===== config.mk =====
export PLATFORM = sky130hd
export DESIGN_NAME = order_compare
export DESIGN_NICKNAME = d
export VERILOG_FILES = /design/src/rtl/sort_chk_pkg.sv /design/src/rtl/order_compare.sv
export SDC_FILE = /design/constraint.sdc
export NUM_CORES = 1
export LEC_CHECK = 0
export ABC_AREA = 1
export BUFFER_PORTS_ARGS = -buffer_cell sky130_fd_sc_hd__buf_4
export CAP_MARGIN = 20
export CORE_UTILIZATION = 38
export DETAILED_ROUTE_END_ITERATION = 7
export GPL_TIMING_DRIVEN = 1
export PLACE_DENSITY = 0.82
export SLEW_MARGIN = 10
export SYNTH_ARGS = -nofsm -noshare
export SYNTH_HDL_FRONTEND = slang
export SYNTH_SLANG_ARGS = --single-unit

===== constraint.sdc =====
create_clock -name vclk -period 1
set_clock_uncertainty 0.2 [all_clocks]
set_input_delay 0.05 -clock vclk [all_inputs]
set_output_delay 0.05 -clock vclk [all_outputs]
set_load 0.01 [all_outputs]

===== src/rtl/sort_chk_pkg.sv =====
// Shared definitions for the sort result checker.
// Contents: FSM state encoding, order selectors, word size in bytes and
// a helper that sizes an index field so that it is never zero bits wide.
package sort_chk_pkg;

  typedef enum logic [1:0] {
    IDLE = 2'd0,
    RUN  = 2'd1,
    REQ  = 2'd2,
    DONE = 2'd3
  } state_e;

  localparam int ORDER_ASC  = 0;
  localparam int ORDER_DESC = 1;

  localparam int WORD_BYTES = 4;

  // A single-element array still needs a 1-bit index register.
  function automatic int idx_width(input int n_elem);
    if (n_elem > 1) begin
      return $clog2(n_elem);
    end else begin
      return 1;
    end
  endfunction

endpackage


===== src/rtl/order_compare.sv =====
// Combinational order check between two neighbouring array elements.
// Ports:
//   prev - earlier element (index i-1)
//   cur  - later element (index i)
//   ok   - 1 when prev/cur satisfy the configured order relation
module order_compare
  import sort_chk_pkg::*;
#(
  parameter int DATA_W     = 32,
  parameter int ORDER      = 0,
  parameter int STRICT     = 1,
  parameter int SIGNED_CMP = 0
) (
  input  logic [DATA_W-1:0] prev,
  input  logic [DATA_W-1:0] cur,
  output logic              ok
);

  logic lt_s;
  logic eq_s;

  // Relation between prev and cur under the selected ordering rules.
  always_comb begin
    lt_s = 1'b0;
    eq_s = (prev == cur);
    ok   = 1'b0;
    if (SIGNED_CMP != 0) begin
      lt_s = ($signed(prev) < $signed(cur));
    end else begin
      lt_s = (prev < cur);
    end
    if (ORDER == ORDER_ASC) begin
      if (STRICT != 0) begin
        ok = lt_s;
      end else begin
        ok = lt_s | eq_s;
      end
    end else begin
      // Descending: mirrored relation, prev > cur (or >= when not strict).
      if (STRICT != 0) begin
        ok = ~lt_s & ~eq_s;
      end else begin
        ok = ~lt_s;
      end
    end
  end

endmodule


==> results of run 1 <==
-- layout make-up --
| cell class | instances | area (um^2) | area share, % |
|---|---|---|---|
| tap | 27 | 33.8 | 2.13 |
| multi-input combinational | 93 | 862 | 54.3 |
| inverter | 37 | 156 | 9.84 |
| timing repair buffer | 66 | 537 | 33.8 |
-- stage by stage --
step                setup slack, ps  util [%]  std cells
finish                         -407      80.2        223
global route                   -501      80.2        223
detailed placement             -454      69.6        222
floorplan                      -170         -        130
global placement               -442      69.6        222
CTS                            -390      78.9        223
-- layer usage --
| metal | track usage (%) | up-vias |
|---|---|---|
| li1 | - | 545 |
| met2 | 45.3 | 47 |
| met3 | 1.89 | 6 |
| met5 | 0 | - |
| met4 | 7.84 | 0 |
| met1 | 23.9 | 481 |
-- final timing paths --
path              startpoint  endpoint  slack [ps]  cells after the start
setup / recovery     cur[30]        ok        -410                      8
hold / removal      prev[31]        ok         480                      8
-- Yosys cell counts (all sizes together) --
library cell	count
inv	37
ha	31
nand2	27
a21oi	15
nor2	8
o21ai	4
nor3	3
nand3	2
and3	1
nand4	1
o21a	1
-- repair_timing --
item | 4_1_cts | 5_1_grt
setup endpoints to repair | 1 | 1
gates resized for setup | 33 | 6
pin swaps | 17 | 0
buffers inserted | 1 | 0
hold buffers | 0 | 0
-- where the power goes --
part	switching, W	leakage [nW]	total, W	internal (W)
Clock	0	0	0	0
Sequential	0	0	0	0
Combinational	0.000262	0.892	0.000632	0.000371
-- tightest hold or removal path, cell delays in order --
cell and delay, ps:
buf_6 70, ha_4 110, a21oi_1 40, o21ai_0 70, nor2_1 50, nand2_1 70, a21oi_2 30, buf_4 130
-- logic make-up after synthesis --
kind of cell | count (synthesis) | synth area share (%)
AO/OA/AOI/OAI | 20 | 13.5
adder cells (fa/ha/maj) | 31 | 47.5
buffers and inverters | 37 | 17.0
AND/OR/NAND/NOR | 42 | 21.9
==> results.txt, run 1 <==
post-synthesis cell type count -> 14
Worst-Margin Slew -> 222 ps
critical setup path kind -> input pin to output port
Pre-antenna DRT Iters -> 4
Die Ht -> 48.3 um
Met2 Wirelength -> 1420 um
critical path cell sequence -> buf_6 > inv_4 > ha_4 > nand4_1 > nor3_2 > and3_1 > a21oi_2 > buf_4
sequential area share after synthesis -> 0%
IO Port Bufs -> 65
total negative slack -> -407 ps
core area -> 1980 um^2
Die ar. -> 2340 um^2
Power, Total -> 0.000632 W
Overflow after GRT -> 0
global-route wire length before repair -> 4360 um
relative slew slack -> 85.1%
status -> finished, violations left
Final setup viols -> 1
synthesized area -> 816 um^2
Top Metal Used -> met4
Synth top area share -> 47.5%
GP Congestion -> 0.743
violated checks -> setup timing
drt wl/cell -> 11.1 um
Power per Cell Area -> 398 nW/um^2
DR vias -> 1,079
post-DR vias/cell -> 4.84
final worst slack -> -407 ps
Syn Area/Cell -> 6.28 um^2
met3 routed WL -> 122 um
RSZ-0062 raised after global routing -> true
Met1 Wirelength -> 865 um
Final Critical Period -> 1410 ps
Nets -> 293
Reg area -> 0 um^2
DRT iter0 DRCs -> 7
WHS -> 478 ps
area growth from synthesis to layout -> 94.8%
maximum VDD drop -> 0.000229 V
Fin. Hold Viols -> 0
startpoint types -> input pin
Antenna Nets Post-Route -> 0
IO Pins -> 65
top cells by area, synth -> ha_1 48%, inv_1 17%, nand2_1 12%, a21oi_1 8.0%, nor2_1 3.7%
pin count of the biggest net entering global routing -> 4
final wirelength -> 2470 um
crit-path max FO -> 2
fin. max-slew vios -> 0
Global Route Usage Sum -> 22.5%
max_cap viols -> 0
commonest non-fill, non-tap cell in the layout -> buf_4
synth warn -> 0
starting density of the core -> 41.2%
cell family with most CP delay -> simple AND/OR/NAND/NOR gates
design area -> 1590 um^2
Max stage delay cell, worst path -> ha_4
antenna cells -> 0
cell taking the most area after synthesis -> ha_1
crit-path max cell delay -> 250 ps
# fillers -> 128
Cells after Synth -> 130
Critical Path RT -> 750 ps
commonest non-fill, non-tap cells in the layout -> 56 x buf_4, 28 x inv_1, 24 x nand2_1
Residual DRC -> 0
Pleak -> 0.892 nW
Hold Path Class -> input pin to output port
final worst path period share -> 141%
Seq cells -> 0
Post-Syn Nets -> 225
post-DP HPWL -> 1810 um
vias in the first global route -> 1,101
std cell rows -> 16
placed cell area -> 1380 um^2
CP Data Arrival Time -> 1160 ps
die width -> 48.3 um
share of layout cells above drive strength 1 -> 51.5%
Setup crit end kind -> output port
CLK BUF -> 0
Worst Path Buf+Inv -> 3
initial antenna violation count -> 0
fmax -> 711 MHz
(Power assumes the default switching activity.)
==> inputs of run 2 (changes only) <==
Settings changed: ABC_AREA 1 to unset, PLACE_DENSITY 0.82 to 0.83.
==> run 2 against run 1 <==
Compared with the run above: the flow still finishes with violations (setup timing); die area shrank 2.1%; first-iteration DRC count shrank 29%; total power shrank 8.3%; setup slack lost 370 ps; critical path depth grew 1; non-clock buffer count grew 2; synthesized cell count shrank 15%; synthesized area shrank 2.1%; largest power group unchanged.
==> results.txt, run 2 <==
cts hold-fix bufs -> 0
drt wl/cell -> 10.6 um
met3 usage -> 1.13%
post-DR vias/cell -> 4.93
Final setup viols -> 1
Nets -> 275
post-DP HPWL -> 1860 um
met1 GRT Util -> 20.9%
std cell rows -> 16
Reg area -> 0 um^2
total negative slack -> -781 ps
commonest non-fill, non-tap cells in the layout -> 65 x buf_4, 25 x inv_1, 22 x ha_1
GR peak layer -> met2
hold path start -> prev[15]
Final Critical Period -> 1780 ps
Cells after Synth -> 110
fmax -> 561 MHz
cell taking the most area after synthesis -> ha_1
Seq cells -> 0
Post-Syn Nets -> 205
Antenna Nets Post-Route -> 0
commonest non-fill, non-tap cell in the layout -> buf_4
fin. max-slew vios -> 0
Fin. Hold Viols -> 0
Hold Path Class -> input pin to output port
initial antenna violation count -> 0
maximum VDD drop -> 0.000268 V
GP Congestion -> 0.710
sequential area share after synthesis -> 0%
Power per Cell Area -> 389 nW/um^2
startpoint types -> input pin
Pleak -> 0.830 nW
CLK BUF -> 0
Post-Place Cells -> 204
global-route wire length before repair -> 3220 um
Overflow after GRT -> 0
pin count of the biggest net entering global routing -> 4
violated checks -> setup timing
IO Port Bufs -> 65
critical setup path kind -> input pin to output port
crit-path max cell delay -> 420 ps
Residual DRC -> 0
Global Route Usage Sum -> 18.5%
synthesized area -> 798 um^2
crit-path max FO -> 2
critical path cell sequence -> buf_4 > inv_1 > ha_4 > a21oi_1 > o21ai_0 > o2bb2ai_1 > or4_4 > a21oi_2 > buf_4
post-route insts no fill -> 205
most used cell, CP -> buf_4
Critical Path RT -> 750 ps
Pre-antenna DRT Iters -> 4
IO Pins -> 65
status -> finished, violations left
synth warn -> 0
max_cap viols -> 0
Worst Path Buf+Inv -> 3
Core Util, Final -> 76.0%
DRT iter0 DRCs -> 5
final worst slack -> -781 ps
post-synthesis cell type count -> 19
WHS -> 408 ps
RSZ-0062 raised after global routing -> true
Die Ht -> 47.8 um
share of layout cells above drive strength 1 -> 51.1%
antenna cells -> 0
Synth top cells by count -> 31 x ha_1, 31 x inv_1, 11 x a21oi_1
CP Data Arrival Time -> 1530 ps
die width -> 47.8 um
top cells by area, synth -> ha_1 49%, inv_1 15%, a21oi_1 6.9%, nand2_1 4.7%, a2111oi_4 3.4%
Die ar. -> 2290 um^2
vias in the first global route -> 911
core area -> 1960 um^2
final wirelength -> 2170 um
Syn Area/Cell -> 7.26 um^2
area growth from synthesis to layout -> 86.8%
Setup crit end kind -> output port
Worst Setup SP -> cur[5]
final worst path period share -> 178%
Synth top area share -> 48.6%
starting density of the core -> 40.7%
DR vias -> 1,011
Max stage delay cell, worst path -> or4_4
cell family with most CP delay -> compound AO/OA/AOI/OAI gates
Worst-Margin Slew -> 263 ps
met2 usage -> 38.4%
relative slew slack -> 82.2%
-- run 2: worst paths after layout --
path / endpoint / slack (ps) / cells after the start
worst max-delay path: ok / -780 / 9
worst min-delay path: ok / 410 / 5
-- run 2: cell families after synthesis --
group,after synthesis,share of synthesized area [%]
buffers and inverters,31,14.6
AOI/OAI and AO/OA,24,20.8
and+or+nand+nor,24,16.0
adders and majority gates,31,48.6
-- run 2: repair_timing --
action	in CTS	in global routing
gates resized for setup	18	5
pin swaps	8	3
setup endpoints to repair	1	1
setup buffers	1	0
-- run 2: layout make-up --
class | count | area (um^2)
fill | 150 | 470
inverter | 31 | 119
multi-input combinational | 79 | 817
tap | 27 | 33.8
timing repair buffer | 68 | 522
-- run 2: metal layers --
layer  wire, um  vias up
li1           -      514
met1        804      445
met2       1150       48
met3        171        4
met4         36        0
met5          0        -
-- run 2: through the flow --
step	power, W	setup WS [ps]	area [um^2]
2_1_floorplan	0.000236	-576	815
3_3_place_gp	0.000479	-832	1350
3_5_place_dp	0.000504	-859	1350
4_1_cts	0.000552	-815	1460
5_1_grt	0.000649	-872	1490
6_report	0.000580	-781	1490
-- run 2: where the power goes --
part | switching [W] | internal, W
combinational | 0.000226 | 0.000354
clock | 0 | 0
sequential | 0 | 0
